==> src/rtl/lut_cfg_loader.sv <==
// Serial configuration loader for a split two-stage LUT.
// Receives a framed, even-parity-protected bitstream over valid/ready,
// assembles it in a private shift register and commits it to the LUT
// config port with a one-cycle cen strobe only when the parity checks.
module lut_cfg_loader #(
  parameter  int unsigned INPUTS   = 4,
  parameter  int unsigned MEM_SIZE = 2 ** INPUTS,
  localparam int unsigned CFG_W    = 2 * MEM_SIZE
) (
  input  logic             cclk,
  input  logic             crst_n,
  input  logic             start,
  input  logic             sin_valid,
  input  logic             sin_data,
  output logic             sin_ready,
  output logic             cen,
  output logic [CFG_W-1:0] config_out,
  output logic             busy,
  output logic             done,
  output logic             err
);

  localparam int unsigned CNT_W = $clog2(CFG_W + 1);

  typedef enum logic [1:0] {
    IDLE   = 2'd0,
    SHIFT  = 2'd1,
    PARITY = 2'd2,
    COMMIT = 2'd3
  } state_e;

  state_e             state_q, state_d;
  logic [CFG_W-1:0]   shreg_q, shreg_d;
  logic [CNT_W-1:0]   cnt_q, cnt_d;
  logic               par_q, par_d;
  logic               err_q, err_d;
  logic [CFG_W-1:0]   cfg_q, cfg_d;
  logic               ready_q, ready_d;
  logic               busy_q, busy_d;
  logic               cen_q, cen_d;
  logic               done_q, done_d;
  logic               accept;

  // A bit moves only on a completed handshake.
  assign accept = sin_valid & ready_q;

  // State and datapath registers; reset clears everything including config_out.
  always_ff @(posedge cclk or negedge crst_n) begin
    if (!crst_n) begin
      state_q <= IDLE;
      shreg_q <= '0;
      cnt_q   <= '0;
      par_q   <= 1'b0;
      err_q   <= 1'b0;
      cfg_q   <= '0;
      ready_q <= 1'b0;
      busy_q  <= 1'b0;
      cen_q   <= 1'b0;
      done_q  <= 1'b0;
    end else begin
      state_q <= state_d;
      shreg_q <= shreg_d;
      cnt_q   <= cnt_d;
      par_q   <= par_d;
      err_q   <= err_d;
      cfg_q   <= cfg_d;
      ready_q <= ready_d;
      busy_q  <= busy_d;
      cen_q   <= cen_d;
      done_q  <= done_d;
    end
  end

  // Next-state logic; outputs are decoded from the next state so they are
  // registered and line up with the state they describe.
  always_comb begin
    state_d = state_q;
    shreg_d = shreg_q;
    cnt_d   = cnt_q;
    par_d   = par_q;
    err_d   = err_q;
    cfg_d   = cfg_q;

    unique case (state_q)
      IDLE: begin
        if (start) begin
          cnt_d   = '0;
          shreg_d = '0;
          par_d   = 1'b0;
          err_d   = 1'b0;
          state_d = SHIFT;
        end
      end
      SHIFT: begin
        if (accept) begin
          shreg_d = {shreg_q[CFG_W-2:0], sin_data};
          par_d   = par_q ^ sin_data;
          cnt_d   = cnt_q + CNT_W'(1);
          if (cnt_q == CNT_W'(CFG_W - 1)) begin
            state_d = PARITY;
          end
        end
      end
      PARITY: begin
        if (accept) begin
          if ((par_q ^ sin_data) == 1'b0) begin
            // Load the word now so it is stable for the whole cen cycle.
            cfg_d   = shreg_q;
            state_d = COMMIT;
          end else begin
            err_d   = 1'b1;
            state_d = IDLE;
          end
        end
      end
      COMMIT: begin
        state_d = IDLE;
      end
      default: begin
        state_d = IDLE;
      end
    endcase

    ready_d = (state_d == SHIFT) || (state_d == PARITY);
    busy_d  = (state_d != IDLE);
    cen_d   = (state_d == COMMIT);
    done_d  = (state_d == COMMIT);
  end

  assign sin_ready  = ready_q;
  assign busy       = busy_q;
  assign cen        = cen_q;
  assign done       = done_q;
  assign err        = err_q;
  assign config_out = cfg_q;

endmodule

==> config.mk <==
export PLATFORM = sky130hd
export DESIGN_NAME = lut_cfg_loader
export DESIGN_NICKNAME = d
export VERILOG_FILES = /design/src/rtl/lut_cfg_loader.sv
export SDC_FILE = /design/constraint.sdc
export NUM_CORES = 1
export LEC_CHECK = 0
export ABC_AREA = 0
export BUFFER_PORTS_ARGS = -buffer_cell sky130_fd_sc_hd__buf_2
export CORE_MARGIN = 3
export CORE_UTILIZATION = 43
export DETAILED_ROUTE_END_ITERATION = 7
export GPL_TIMING_DRIVEN = 0
export PLACE_DENSITY = 0.71
export SKIP_LAST_GASP = 1
export SYNTH_ARGS = -nofsm -noshare
export SYNTH_HDL_FRONTEND = slang
export SYNTH_SLANG_ARGS = --single-unit
==> constraint.sdc <==
create_clock -name cclk -period 2.16 [get_ports cclk]
set_input_delay 0.432 -clock cclk [delete_from_list [all_inputs] [get_ports cclk]]
set_output_delay 0.432 -clock cclk [all_outputs]
set_load 0.02 [all_outputs]
==> out/metrics.yaml <==
status: "completed"
period_minus_slack_ps: 1980
clk_path_buf_depth: 2
fmax_mhz: 504
hold_viol: 0
core_area_um2: 6980
ys_seq_area_share_pct: 60.5
ys_warn_count: 0
async_flop_share_pct: 100
cts_buffers: 9
place_inst: 359
fin_crit_sh_pct: 91.9
fin_cells: 376
antenna_found_initial: 0
clock-sinks: 77
cap_violations: 0
leakagePower_nw: 2.01
pre_cts_ws_ps: 24.1
cts_resized: 0
required_ps: 2380
clock_latency_ps: 340
power_density_nw_per_um2: 996
worst_pin_slew_ps: 596
seq_area_um2: 1930
post-cts-setup-buffers: 0
hp-class: "in -> reg"
synthToLayoutAreaGrowth_pct: 18.4
die_height_um: 92.1
drv_slew: 0
fin_util_pct: 54.1
avgSynthCellArea_um2: 14.4
die_w_um: 92.1
multiInputGateArea_um2: 1100
drtPass1Iterations: 4
wl_per_cell_um: 14.0
vias: 1873
worst_slack_ps: 175
start_kind: "flop"
p_total_mw: 3.76
ys_types: 32
synth_edf_count: 0
synth-seq-cells: 77
syn_area_um2: 3190
io_buffers: 41
drt_iter0_markers: 81
htree_num_levels: 3
postRouteWirelength_um: 5250
crit_path_end_kind: "flop"
antenna_left: 0
route.detailed.drc: 0
crit_arrival_ps: 2210
cts_tree: "yes"
via_per_inst: 4.98
grt_overflow_total: 0
insertedDiodeCount: 0
gp_congestion: 0.746
synthFlopType: "dfrtp_1"
synth_nets: 229
die_area_um2: 8480
r2r_setup_slack_ps: 180
ctsRootBufferMaster: "clkbuf_8"
syn_inst: 221
grtUsageTotal_pct: 13.4
maxSlewHeadroom_pct: 59.9
peakVddDrop_v: 0.000552
rows: 30
critPathKind: "reg -> reg"
fin_nets: 283
grt_pass1_vias: 1846
rsz0062_at_grt: "no"
tns_ps: 0
mostFrequentLayoutCells: "dfrtp_1, buf_2, mux2_4"
skew_ps: 10.6
setup_viol: 0
clk_pin_slew_ps: 80
grt_max_degree: 65
hpwl_um: 3590
num-fill-cells: 589
ctsHoldBuffers: 1
initial_core_util_pct: 45.6
ios: 42
grt_pass1_wl_um: 9070
cp_max_fo: 10
final_common_cell: "dfrtp_1"
layout-drive-gt1-share_pct: 34.6
area by class of cell:
| type | count | area share (%) |
|---|---|---|
| inverter | 13 | 1.29 |
| clock inverter | 6 | 2.49 |
| tap | 96 | 3.18 |
| sequential | 77 | 51.1 |
| timing repair buffer | 43 | 6.50 |
| clock buffer | 10 | 3.38 |
| multi-input combinational | 118 | 29.1 |
| buffer | 13 | 2.95 |
metal layers:
metal,vias up,track usage (%),routed length (µm)
li1,891,-,-
met1,938,18.5,2640
met4,0,3.34,44
met2,39,20.4,2350
met5,-,0,0
met3,5,4.51,221
stage by stage:
| stage | cell area (µm²) | hold WS [ps] |
|---|---|---|
| floorplan | 3190 | 136 |
| finish | 3770 | 400 |
| global route | 3770 | 399 |
| global placement | 3510 | 464 |
| detailed placement | 3540 | 295 |
| CTS | 3770 | 388 |
power breakdown:
part / switching (mW) / internal (mW)
clock network: 0.533 / 0.661
logic: 0.282 / 0.305
registers: 0.244 / 1.73
total: 1.06 / 2.70
cell families (layout without fill, tap and decap cells):
| kind of cell | Yosys count | after routing | synth area share (%) |
|---|---|---|---|
| AO/OA/AOI/OAI | 37 | 37 | 9.07 |
| XOR/XNOR | 1 | 1 | 0.275 |
| adder cells (fa/ha/maj) | 3 | 3 | 1.18 |
| buffers and inverters | 26 | 85 | 5.03 |
| flip-flops | 77 | 77 | 60.5 |
| multiplexers | 46 | 46 | 19.0 |
| AND/OR/NAND/NOR | 31 | 31 | 4.99 |
worst max-delay path, cell delays in order (launching register included):
cell and delay (ps):
dfrtp_1 410, xor2_1 200, or3_1 370, buf_6 160
buf_12 150, a211o_1 290, ha_1 290
state kept, by name, indices dropped and copies added, names as in the netlist:
register    count
par_q           1
config_out     32
err             1
shreg_q        32
sin_ready       1
state_q         2
done            1
busy            1
cnt_q           6
worst paths after layout:
check | start | to | depth (start not counted)
min reg2reg | cnt_q[4]$_DFFE_PN0P_ | cnt_q[4]$_DFFE_PN0P_ | 1
min in group asynchronous | crst_n | config_out[7]$_DFFE_PN0P_ | 2
max in group asynchronous | crst_n | state_q[0]$_DFF_PN0_ | 3
min | sin_data | shreg_q[0]$_DFFE_PN0P_ | 2
max reg2reg | par_q$_DFFE_PN0P_ | sin_ready$_DFF_PN0_ | 6
max | par_q$_DFFE_PN0P_ | sin_ready$_DFF_PN0_ | 6
Yosys cell counts (2+ instances only):
cell,count,area (µm²)
mux2_2,4,45.0
ha_1,3,37.5
nand2_1,15,56.3
inv_1,13,48.8
buf_2,2,10.0
a21oi_1,4,20.0
a22o_1,23,201
buf_12,3,60.1
clkbuf_1,6,22.5
mux2_4,28,420
or3_1,2,12.5
nand3_1,3,15.0
a21o_1,2,15.0
dfrtp_1,77,1930
o21ai_0,3,15.0
nor3_1,2,10.0
nand4_1,2,12.5
mux2i_1,14,140
nand2b_1,2,12.5
Power figures use the tool's default switching activity.
